### src/rtl/fetch_stage_pkg.sv
// Shared types and constants for the fetch stage and its branch target buffer.
package fetch_stage_pkg;

   localparam int unsigned XLEN  = 32;
   // BTB tags keep the full word address so the entry layout does not depend on depth.
   localparam int unsigned TAG_W = XLEN - 2;

   // addi x0,x0,0
   localparam logic [XLEN-1:0] DEFAULT_NOP_INST = 32'h0000_0013;

   typedef enum logic [1:0] {
      FETCH = 2'd0,
      HOLD  = 2'd1,
      DRAIN = 2'd2
   } fetch_state_e;

   typedef struct packed {
      logic            valid;
      logic [XLEN-1:0] pc;
      logic [XLEN-1:0] inst;
      logic            pred_taken;
      logic            pc_predicted;
      logic [XLEN-1:0] pred_pc;
   } decode_stage_pipe_reg_t;

   typedef struct packed {
      logic             valid;
      logic [TAG_W-1:0] tag;
      logic [XLEN-1:0]  target;
      logic [1:0]       ctr;
   } btb_entry_t;

   // Saturating 2-bit direction counter.
   function automatic logic [1:0] ctr_update(input logic [1:0] ctr, input logic taken);
      logic [1:0] res;
      res = ctr;
      if (taken && ctr != 2'b11) begin
         res = ctr + 2'd1;
      end else if (!taken && ctr != 2'b00) begin
         res = ctr - 2'd1;
      end
      return res;
   endfunction

endpackage

### src/rtl/fetch_btb.sv
// Direct-mapped branch target buffer with 2-bit direction counters.
// Ports:
//   clk, rst           clock, async active-low reset (clears all entries)
//   lookup_pc          PC looked up combinationally
//   hit_c/taken_c      tag match / counter MSB for lookup_pc
//   target_c           stored target for lookup_pc
//   upd_*              resolved-branch update from execute
module fetch_btb
   import fetch_stage_pkg::*;
#(
   parameter int unsigned ENTRIES = 16
) (
   input  logic        clk,
   input  logic        rst,
   input  logic [31:0] lookup_pc,
   output logic        hit_c,
   output logic        taken_c,
   output logic [31:0] target_c,
   input  logic        upd_valid,
   input  logic [31:0] upd_pc,
   input  logic [31:0] upd_target,
   input  logic        upd_taken
);

   localparam int unsigned IDX_W = $clog2(ENTRIES);

   btb_entry_t       tbl [ENTRIES];
   logic [IDX_W-1:0] l_idx;
   logic [IDX_W-1:0] u_idx;
   logic             u_hit;
   logic             unused_pc_bits;

   assign unused_pc_bits = ^{lookup_pc[1:0], upd_pc[1:0]};

   assign l_idx = lookup_pc[IDX_W+1:2];
   assign u_idx = upd_pc[IDX_W+1:2];

   // Lookup reads the registered table, so a same-cycle update is not visible yet.
   assign hit_c    = tbl[l_idx].valid && (tbl[l_idx].tag == lookup_pc[31:2]);
   assign taken_c  = tbl[l_idx].ctr[1];
   assign target_c = tbl[l_idx].target;

   assign u_hit = tbl[u_idx].valid && (tbl[u_idx].tag == upd_pc[31:2]);

   // Hits train the counter; only taken misses allocate.
   always_ff @(posedge clk or negedge rst) begin
      if (!rst) begin
         for (int unsigned i = 0; i < ENTRIES; i++) begin
            tbl[IDX_W'(i)] <= '0;
         end
      end else if (upd_valid) begin
         if (u_hit) begin
            tbl[u_idx].ctr <= ctr_update(tbl[u_idx].ctr, upd_taken);
         end else if (upd_taken) begin
            tbl[u_idx] <= '{valid: 1'b1, tag: upd_pc[31:2], target: upd_target, ctr: 2'b10};
         end
      end
   end

endmodule

### src/rtl/fetch_stage.sv
// Fetch stage: owns the PC, runs the imem req/ack handshake and drives the
// fetch->decode pipe register. Handles decode stall (HOLD) and mispredict
// redirect (DRAIN discards the in-flight word when a request is outstanding).
// Optional macro FETCH_BTB_EN adds a direct-mapped BTB for next-PC prediction.
// Ports:
//   clk, rst                     clock, async active-low reset
//   imem_req/addr/ack/rdata      instruction memory handshake
//   stall, branch_miss/target    controller stall, execute redirect
//   upd_*                        BTB training (ignored without FETCH_BTB_EN)
//   nxt_*                        registered fields for decode
module fetch_stage
   import fetch_stage_pkg::*;
#(
   parameter logic [31:0] RESET_PC    = 32'h0000_0000,
   parameter logic [31:0] NOP_INST    = DEFAULT_NOP_INST,
   parameter int unsigned BTB_ENTRIES = 16
) (
   input  logic        clk,
   input  logic        rst,
   output logic        imem_req,
   output logic [31:0] imem_addr,
   input  logic        imem_ack,
   input  logic [31:0] imem_rdata,
   input  logic        stall,
   input  logic        branch_miss,
   input  logic [31:0] branch_target,
   input  logic        upd_valid,
   input  logic [31:0] upd_pc,
   input  logic [31:0] upd_target,
   input  logic        upd_taken,
   output logic        nxt_valid,
   output logic [31:0] nxt_pc,
   output logic [31:0] nxt_inst,
   output logic        nxt_pred_taken,
   output logic        nxt_pc_predicted,
   output logic [31:0] nxt_pred_pc
);

   localparam decode_stage_pipe_reg_t BUBBLE = '{
      valid: 1'b0, pc: '0, inst: NOP_INST,
      pred_taken: 1'b0, pc_predicted: 1'b0, pred_pc: '0
   };

   fetch_state_e           state;
   logic [31:0]            pc;
   logic [31:0]            addr_q;
   logic                   req_q;
   decode_stage_pipe_reg_t pipe_q;
   decode_stage_pipe_reg_t buf_q;
   logic [31:0]            buf_next_pc;

   logic                   ack_c;
   logic [31:0]            pc_plus4_c;
   logic                   pred_taken_c;
   logic                   pc_predicted_c;
   logic [31:0]            pred_pc_c;
   logic [31:0]            next_pc_c;
   decode_stage_pipe_reg_t fetched_c;

   assign pc_plus4_c = pc + 32'd4;

`ifdef FETCH_BTB_EN
   logic        btb_hit_c;
   logic        btb_taken_c;
   logic [31:0] btb_target_c;

   fetch_btb #(.ENTRIES(BTB_ENTRIES)) u_btb (
      .clk        (clk),
      .rst        (rst),
      .lookup_pc  (pc),
      .hit_c      (btb_hit_c),
      .taken_c    (btb_taken_c),
      .target_c   (btb_target_c),
      .upd_valid  (upd_valid),
      .upd_pc     (upd_pc),
      .upd_target (upd_target),
      .upd_taken  (upd_taken)
   );

   assign pc_predicted_c = btb_hit_c;
   assign pred_taken_c   = btb_hit_c & btb_taken_c;
   assign pred_pc_c      = btb_hit_c ? btb_target_c : pc_plus4_c;
`else
   logic unused_upd;
   assign unused_upd = ^{upd_valid, upd_pc, upd_target, upd_taken, 32'(BTB_ENTRIES)};

   assign pc_predicted_c = 1'b0;
   assign pred_taken_c   = 1'b0;
   assign pred_pc_c      = pc_plus4_c;
`endif

   // A taken prediction implies a hit, so pred_pc_c is the BTB target then.
   assign next_pc_c = pred_taken_c ? pred_pc_c : pc_plus4_c;

   // Acks only count against an issued request.
   assign ack_c = req_q & imem_ack;

   assign fetched_c = '{
      valid: 1'b1, pc: pc, inst: imem_rdata,
      pred_taken: pred_taken_c, pc_predicted: pc_predicted_c, pred_pc: pred_pc_c
   };

   // Fetch control, PC and pipe register.
   always_ff @(posedge clk or negedge rst) begin
      if (!rst) begin
         state       <= FETCH;
         pc          <= RESET_PC;
         addr_q      <= RESET_PC;
         req_q       <= 1'b0;
         pipe_q      <= BUBBLE;
         buf_q       <= BUBBLE;
         buf_next_pc <= '0;
      end else if (branch_miss) begin
         pipe_q <= BUBBLE;
         buf_q  <= BUBBLE;
         pc     <= branch_target;
         // An outstanding request must complete at its old address before refetching.
         if (req_q && !imem_ack) begin
            state <= DRAIN;
         end else begin
            state  <= FETCH;
            addr_q <= branch_target;
            req_q  <= 1'b1;
         end
      end else begin
         case (state)
            FETCH: begin
               req_q <= 1'b1;
               if (ack_c && !stall) begin
                  pipe_q <= fetched_c;
                  pc     <= next_pc_c;
                  addr_q <= next_pc_c;
               end else if (ack_c) begin
                  buf_q       <= fetched_c;
                  buf_next_pc <= next_pc_c;
                  req_q       <= 1'b0;
                  state       <= HOLD;
               end else if (!stall) begin
                  pipe_q <= BUBBLE;
               end
            end
            HOLD: begin
               if (!stall) begin
                  pipe_q <= buf_q;
                  buf_q  <= BUBBLE;
                  pc     <= buf_next_pc;
                  addr_q <= buf_next_pc;
                  req_q  <= 1'b1;
                  state  <= FETCH;
               end
            end
            DRAIN: begin
               if (imem_ack) begin
                  addr_q <= pc;
                  state  <= FETCH;
               end
            end
            default: begin
               state <= FETCH;
            end
         endcase
      end
   end

   assign imem_req         = req_q;
   assign imem_addr        = addr_q;
   assign nxt_valid        = pipe_q.valid;
   assign nxt_pc           = pipe_q.pc;
   assign nxt_inst         = pipe_q.inst;
   assign nxt_pred_taken   = pipe_q.pred_taken;
   assign nxt_pc_predicted = pipe_q.pc_predicted;
   assign nxt_pred_pc      = pipe_q.pred_pc;

endmodule

### config.mk
export PLATFORM = sky130hd
export DESIGN_NAME = fetch_stage
export DESIGN_NICKNAME = d
export VERILOG_FILES = /design/src/rtl/fetch_stage_pkg.sv /design/src/rtl/fetch_btb.sv /design/src/rtl/fetch_stage.sv
export SDC_FILE = /design/constraint.sdc
export NUM_CORES = 1
export LEC_CHECK = 0
export CORE_UTILIZATION = 30
export CTS_CLUSTER_DIAMETER = 100
export DETAILED_ROUTE_END_ITERATION = 6
export PLACE_DENSITY = 0.5
export SLEW_MARGIN = 30
export SYNTH_ARGS = -nofsm -noshare
export SYNTH_HDL_FRONTEND = slang
export SYNTH_SLANG_ARGS = --single-unit
### constraint.sdc
create_clock -name clk -period 3.2 [get_ports clk]
set_input_delay 0.48 -clock clk [delete_from_list [all_inputs] [get_ports clk]]
set_output_delay 0.48 -clock clk [all_outputs]
set_load 0.01 [all_outputs]
==> load_flow_metrics.sql, run 1 <==
INSERT INTO impl_metrics (metric_group, metric, value, unit) VALUES
('floorplanning', 'die_height', '219', 'µm'),
('sta', 'tightest_slew', '0.734', 'ns'),
('pwr', 'seq_power_share', '40.7', '%'),
('layout', 'area_growth', '28.9', '%'),
('layout', 'finish.cell_count_without_fillers', '2348', ''),
('global_route', 'grt_max_degree', '140', ''),
('floorplanning', 'die_w', '219', 'µm'),
('placed_design', 'gpl.final_weighted_congestion', '0.870', ''),
('synthesis', 'netlist_top_cells_area', 'dfrtp_1 50%, o21ai_0 7.7%, nand2_1 7.7%, a22oi_1 5.0%, a21oi_1 3.3%', ''),
('synthesis', 'async_reset_ff_share', '100', '%'),
('detailed_routing', 'drtAntennaViolNets', '0', ''),
('clock_network', 'ctsRootBufferMaster', 'clkbuf_16', ''),
('detailed_routing', 'routed-via-count', '12400', ''),
('detailed_routing', 'detail_route.drc_violations', '0', ''),
('layout', 'multi_input_area', '6250', 'µm²'),
('worst_setup_path', 'cp-end-kind', 'flop', ''),
('global_route', 'grtUsageMet3', '3.30', '%'),
('placed_design', 'cell_count_after_placement', '2280', ''),
('synthesis', 'synth_warnings', '0', ''),
('layout', 'final_net_count', '1851', ''),
('synthesis', 'synth_cell_types', '70', ''),
('clock_network', 'clkSlewWorstSetupHoldPaths', '0.06', 'ns'),
('worst_setup_path', 'setup.worst_path.start_class', 'flop', ''),
('global_route', 'grt_most_used_layer', 'met2', ''),
('floorplanning', 'die-area', '48000', 'µm²'),
('worst_setup_path', 'critPathKind', 'flop to flop', ''),
('sta', 'timing.setup.tns', '0', 'ns'),
('floorplanning', 'floorplan.initialDensity', '30.4', '%'),
('synthesis', 'post-synth-top-count-cell', 'nand2_1', ''),
('layout', 'layout.area.seq', '7240', 'µm²'),
('synthesis', 'avgSynthCellArea', '9.05', 'µm²'),
('sta', 'max_clock_freq', '377', 'MHz'),
('floorplanning', 'ios', '267', ''),
('status', 'run_status', 'finished clean', ''),
('global_route', 'met2_usage', '31.8', '%'),
('clock_network', 'insertion_delay', '0.55', 'ns'),
('layout', 'post_route_cells_drive_above_1_share', '9.89', '%'),
('worst_setup_path', 'cpPeakStageDelay', '0.66', 'ns'),
('worst_hold_path', 'worst_hold_path_type', 'input pin to flop', ''),
('global_route', 'antenna_violations_before_repair', '1', ''),
('worst_hold_path', 'timing.hold.worst_path_depth', '3', ''),
('sta', 'final.period_utilization', '82.9', '%'),
('clock_network', 'cts.sinks', '289', ''),
('placed_design', 'dp_hpwl', '32900', 'µm'),
('layout', 'fillers', '4679', ''),
('synthesis', 'synth_top_area_cell', 'dfrtp_1', ''),
('synthesis', 'synth_ff_type', 'dfrtp_1', ''),
('synthesis', 'post-synth-top-area-fraction', '50.1', '%'),
('clock_network', 'tritoncts_clock_tree', 'yes', ''),
('placed_design', 'numPortBuffers', '198', ''),
('worst_setup_path', 'cp_max_fo', '10', ''),
('clock_network', 'cts_resized', '0', ''),
('worst_setup_path', 'critical_path.slowest_cell', 'or4_4', ''),
('sta', 'timing.final.setup_violations', '0', ''),
('pwr', 'power.clock.fraction', '37.2', '%'),
('global_route', 'grtUsageMet1', '29.1', '%'),
('synthesis', 'syn-instance-count', '1562', ''),
('pwr', 'vdd_drop_max', '0.345', 'mV'),
('detailed_routing', 'detail_route.iter0.violations', '1005', ''),
('floorplanning', 'core_area', '46600', 'µm²'),
('floorplanning', 'number_of_rows_in_the_core_area', '79', ''),
('detailed_routing', 'routed_via_density', '5.26', ''),
('worst_setup_path', 'path_cells', 'nand4_4 -> or4_4 -> nor4_4 -> mux2_2 -> o31ai_1', ''),
('clock_network', 'cts_max_path_buffers', '3', ''),
('clock_network', 'cts_buffers', '36', ''),
('synthesis', 'synth-seq-area-share', '51.2', '%'),
('sta', 'min_period', '2.65', 'ns'),
('synthesis', 'synth_top_cells_by_count', '289 x nand2_1, 283 x dfrtp_1, 217 x o21ai_0', ''),
('detailed_routing', 'routed_wire_length_per_instance', '20.9', 'µm'),
('worst_setup_path', 'worstRegToRegCells', '5', ''),
('flow_run', 'timing.max_cap.violations', '0', '');
[layout make-up]
| type | count | share of cell area, % |
|---|---|---|
| clock buffer | 53 | 5.96 |
| multi-input combinational | 1098 | 34.3 |
| clock inverter | 12 | 0.783 |
| inverter | 21 | 0.433 |
| timing repair buffer | 266 | 14.6 |
| tap | 607 | 4.17 |
| antenna | 2 | 0.0275 |
| sequential | 289 | 39.7 |
[kinds of logic (layout without fill, tap and decap cells)]
kind of cell / count (synthesis) / count (layout) / share of synthesized area [%]
other cells: 1 / 4 / 0.0265
compound gates: 552 / 552 / 24.3
mux: 17 / 17 / 1.31
simple gates: 497 / 497 / 16.0
xor+xnor: 26 / 26 / 1.61
fa+ha+maj: 4 / 4 / 0.354
buf+inv: 176 / 352 / 5.12
flops: 289 / 289 / 51.2
[state kept, by name (all words and copies together), names as in the netlist]
register and cells:
buf_q 95, buf_next_pc 32, imem_addr 32, nxt_inst 32
nxt_pc 32, pc 32, nxt_pred_pc 30, state 2
imem_req 1, nxt_valid 1
[critical path: cells and delay by family, from the launching register on]
| family | cells | cell delay (ns) |
|---|---|---|
| flip-flops | 1 | 0.61 |
| AND/OR/NAND/NOR | 3 | 1.35 |
| AO/OA/AOI/OAI | 1 | 0.22 |
| multiplexers | 1 | 0.38 |
[power by group through the flow]
stage / logic [mW] / clock network [mW] / registers [mW]
2_1_floorplan: 1.36 / 0 / 4.63
3_3_place_gp: 2.50 / 0 / 4.71
3_5_place_dp: 2.53 / 0 / 4.72
4_1_cts: 2.55 / 4.38 / 4.67
5_1_grt: 2.76 / 4.53 / 4.74
6_report: 2.52 / 4.26 / 4.67
[worst paths after layout]
path	start	to	slack (ns)
hold / removal	branch_miss	imem_addr[30]	0.33
setup / recovery	pc[10]	imem_addr[30]	0.55
max in group asynchronous	rst	nxt_inst[7]	1.90
min in group asynchronous	rst	nxt_pc[0]	0.51
hold reg to reg	buf_q[34]	buf_q[34]	0.46
setup reg to reg	pc[10]	imem_addr[30]	0.55
[placed cells by master (no fill, tap or decap), types with 21 or more instances in the layout]
cell type	netlist	routed
nand2_1	289	288
dfrtp_1	283	283
o21ai_0	217	217
clkdlybuf4s50_1	0	196
a21oi_1	94	94
a22oi_1	94	94
nor2_1	80	77
buf_4	9	55
clkbuf_16	0	37
o31ai_1	27	27
xnor2_1	22	22
nor3_1	24	22
inv_1	21	21
[per-layer routing]
metal	wire length, µm	vias to the layer above
met5	0	-
met4	1260	0
met2	22200	389
met1	22800	6010
met3	2710	74
li1	-	5877
[timing repair]
action,in CTS,in global routing
setup buffers,0,0
hold endpoints to repair,69,0
hold buffers,1,0
[through the flow]
| stage | hold WS, ns | util (%) | setup slack (ns) | instance area [µm²] |
|---|---|---|---|---|
| floorplan | 0.184 | - | 0.972 | 14100 |
| global placement | 0.450 | 36.5 | 0.391 | 17000 |
| detailed placement | 0.451 | 36.5 | 0.393 | 17000 |
| CTS | 0.302 | 39.1 | 0.561 | 18200 |
| global route | 0.359 | 39.1 | 0.440 | 18200 |
| finish | 0.331 | 39.1 | 0.548 | 18200 |
Power figures use the tool's default switching activity.
==> inputs of run 2 (changes only) <==
==> constraint.sdc (replaced) <==
create_clock -name clk -period 2.7 [get_ports clk]
set_input_delay 0.405 -clock clk [delete_from_list [all_inputs] [get_ports clk]]
set_output_delay 0.405 -clock clk [all_outputs]
set_load 0.01 [all_outputs]
==> run 2 against run 1 <==
Compared with the run above: the flow now finishes with violations (design-rule violations); critical path depth unchanged; sequential share of layout area decreased by 0.57 points; global-route usage grew 0.21 points; combinational power grew 20%; via count rose by 2.2%; largest cell class unchanged; highest routed layer is now met5.
==> load_flow_metrics.sql, run 2 (same netlist as run 1, synthesis figures left out) <==
INSERT INTO impl_metrics (metric_group, metric, value, unit) VALUES
('sta', 'tightest_slew', '0.933', 'ns'),
('clock_network', 'cts_max_path_buffers', '3', ''),
('clock_network', 'ctsHoldBuffers', '1', ''),
('layout', 'fillers', '4660', ''),
('floorplanning', 'die_height', '219', 'µm'),
('pwr', 'total_leakage_power', '7.51', 'nW'),
('worst_setup_path', 'critPathKind', 'flop to flop', ''),
('sta', 'timing.max_slew.rel_slack', '37.4', '%'),
('global_route', 'grt_max_degree', '93', ''),
('clock_network', 'clkSlewWorstSetupHoldPaths', '0.06', 'ns'),
('detailed_routing', 'routed-via-count', '12600', ''),
('floorplanning', 'ios', '267', ''),
('pwr', 'total_power', '13.8', 'mW'),
('floorplanning', 'die-area', '48000', 'µm²'),
('placed_design', 'dpl_cell_area', '17200', 'µm²'),
('pwr', 'vdd_drop_max', '0.416', 'mV'),
('layout', 'layout.area.seq', '7240', 'µm²'),
('floorplanning', 'die_w', '219', 'µm'),
('layout', 'multi_input_area', '6250', 'µm²'),
('sta', 'finClkSkew', '0.0221', 'ns'),
('worst_setup_path', 'cpPeakStageDelay', '0.67', 'ns'),
('layout', 'layout.cells.most_common', 'nand2_1', ''),
('global_route', 'antenna_violations_before_repair', '2', ''),
('layout', 'largest_reg_flops', '95', ''),
('sta', 'final.period_utilization', '92.4', '%'),
('status', 'run_status', 'finished with violations', ''),
('floorplanning', 'floorplan.initialDensity', '30.4', '%'),
('detailed_routing', 'routed_wirelength', '49400', 'µm'),
('worst_setup_path', 'worstPathBufferInverterCount', '0', ''),
('worst_setup_path', 'setup.worst_path.start_class', 'flop', ''),
('pwr', 'cell_pwr_density', '749', 'nW/µm²'),
('worst_setup_path', 'cp.depth', '5', ''),
('layout', 'commonest_cells_after_routing_fill_and_taps_aside', '288 x nand2_1, 283 x dfrtp_1, 217 x o21ai_0', ''),
('status', 'violated_checks', 'design-rule violations', ''),
('worst_hold_path', 'timing.hold.worst_path_depth', '2', ''),
('worst_setup_path', 'critical_path_required', '3.14', 'ns'),
('worst_setup_path', 'critical_path.slowest_cell', 'or4_4', ''),
('worst_hold_path', 'worst_hold_path_type', 'input pin to flop', ''),
('worst_setup_path', 'cp.arrival', '2.94', 'ns'),
('detailed_routing', 'routed_wire_length_per_instance', '20.8', 'µm'),
('worst_setup_path', 'worstRegToRegCells', '5', ''),
('global_route', 'grt_util_all_layers', '20.8', '%'),
('worst_setup_path', 'critical_path.top_delay_family', 'simple AND/OR/NAND/NOR gates', ''),
('clock_network', 'cts_resized', '0', ''),
('worst_setup_path', 'path_cells', 'nand4_2 -> or4_4 -> nor4_4 -> mux2_2 -> o31ai_1', ''),
('sta', 'max_clock_freq', '401', 'MHz'),
('global_route', 'first_global_vias', '12200', ''),
('sta', 'report.final.hold_viol_count', '0', ''),
('placed_design', 'cell_count_after_placement', '2310', ''),
('global_route', 'grt_first_pass_wirelength', '76200', 'µm'),
('clock_network', 'tritoncts_clock_tree', 'yes', ''),
('clock_network', 'cts_buffers', '37', ''),
('detailed_routing', 'detail_route.iter0.violations', '1062', ''),
('sta', 'finalMaxSlewViolations', '0', ''),
('detailed_routing', 'drt_pass1_iterations', '7', ''),
('clock_network', 'cts.sinks', '289', ''),
('clock_network', 'insertion_delay', '0.55', 'ns'),
('placed_design', 'dp_hpwl', '33400', 'µm'),
('worst_setup_path', 'cp_max_fo', '9', ''),
('detailed_routing', 'detail_route.drc_violations', '5', ''),
('sta', 'timing.final.setup_violations', '0', ''),
('detailed_routing', 'drtAntennaViolNets', '0', ''),
('sta', 'timing.setup.tns', '0', 'ns'),
('layout', 'final_net_count', '1882', ''),
('sta', 'grt_setup_unrepaired', 'false', ''),
('clock_network', 'post_cts_buffers', '0', ''),
('layout', 'finish.cell_count_without_fillers', '2378', ''),
('flow_run', 'timing.max_cap.violations', '0', ''),
('layout', 'finish.instance_area', '18500', 'µm²'),
('sta', 'min_period', '2.49', 'ns'),
('detailed_routing', 'routed_via_density', '5.31', ''),
('layout', 'area_growth', '30.7', '%'),
('clock_network', 'ctsRootBufferMaster', 'clkbuf_16', ''),
('global_route', 'overflow', '0', ''),
('layout', 'post_route_cells_drive_above_1_share', '11.5', '%'),
('worst_setup_path', 'cp-end-kind', 'flop', ''),
('floorplanning', 'core_area', '46600', 'µm²'),
('clock_network', 'ctsHtreeMaxLevel', '2', ''),
('layout', 'max_flop_register', 'buf_q', ''),
('placed_design', 'gpl.final_weighted_congestion', '0.842', ''),
('placed_design', 'numPortBuffers', '198', ''),
('floorplanning', 'number_of_rows_in_the_core_area', '79', '');
run 2: cell types whose count changed in the layout (fill, tap and decap cells not counted), sizes merged:
cell	before	now
buf	69	99
bufinv	3	5
clkbuf	53	51
clkinvlp	0	2
diode	2	1
inv	23	22
run 2: worst reg2reg max path, cell delays in order, from the launching register on:
cell and delay (ns):
dfrtp_1 0.55, nand4_2 0.22, or4_4 0.67, nor4_4 0.35, mux2_2 0.38, o31ai_1 0.22
run 2: final timing paths:
| check | slack (ns) | endpoint | start |
|---|---|---|---|
| setup / recovery | 0.21 | imem_addr[30] | pc[7] |
| min in group asynchronous | 0.40 | buf_q[62] | rst |
| max in group asynchronous | 1.48 | buf_q[38] | rst |
| hold / removal | 0.31 | buf_q[98] | branch_miss |
| setup reg to reg | 0.21 | imem_addr[30] | pc[7] |
| hold reg to reg | 0.46 | buf_q[38] | buf_q[38] |
run 2: power by group:
part / total (mW) / switching, mW / internal (mW) / leakage [nW]
registers: 5.55 / 0.564 / 4.98 / 3.73
clock network: 5.26 / 1.98 / 3.28 / 0.634
logic: 3.03 / 1.72 / 1.31 / 3.15
run 2: area by class of cell:
class	count	share of cell area [%]
clock buffers	51	5.85
repair buffers	296	15.5
diodes	1	0.0135
clock inverters	15	1.15
flip-flops and latches	289	39.2
multi-input cells	1098	33.8
inverters	21	0.427
well taps	607	4.11
run 2: through the flow:
| step | setup WS (ns) | util (%) | hold slack (ns) |
|---|---|---|---|
| after floorplan | 0.472 | - | 0.109 |
| after global placement | 0.119 | 36.9 | 0.424 |
| after detailed placement | 0.0947 | 36.9 | 0.417 |
| after CTS | 0.199 | 39.7 | 0.264 |
| after global routing | 0.0544 | 39.7 | 0.284 |
| final | 0.206 | 39.7 | 0.311 |
run 2: per-layer routing:
metal,routed length (µm),vias up,GRT usage [%]
met5,13,-,0
met4,1080,2,5.49
met3,3040,75,3.95
met2,22700,399,32.0
met1,22600,6203,29.6
li1,-,5937,-
==> inputs of run 3 (changes only) <==
--- a/config.mk
+++ b/config.mk
@@ -8,6 +8,7 @@
 export CORE_UTILIZATION = 30
 export CTS_CLUSTER_DIAMETER = 100
 export DETAILED_ROUTE_END_ITERATION = 6
+export GPL_ROUTABILITY_DRIVEN = 0
 export PLACE_DENSITY = 0.5
 export SLEW_MARGIN = 30
 export SYNTH_ARGS = -nofsm -noshare
==> results of run 3 <==
The final DEF is identical to that of run 2; final timing and power are the same.
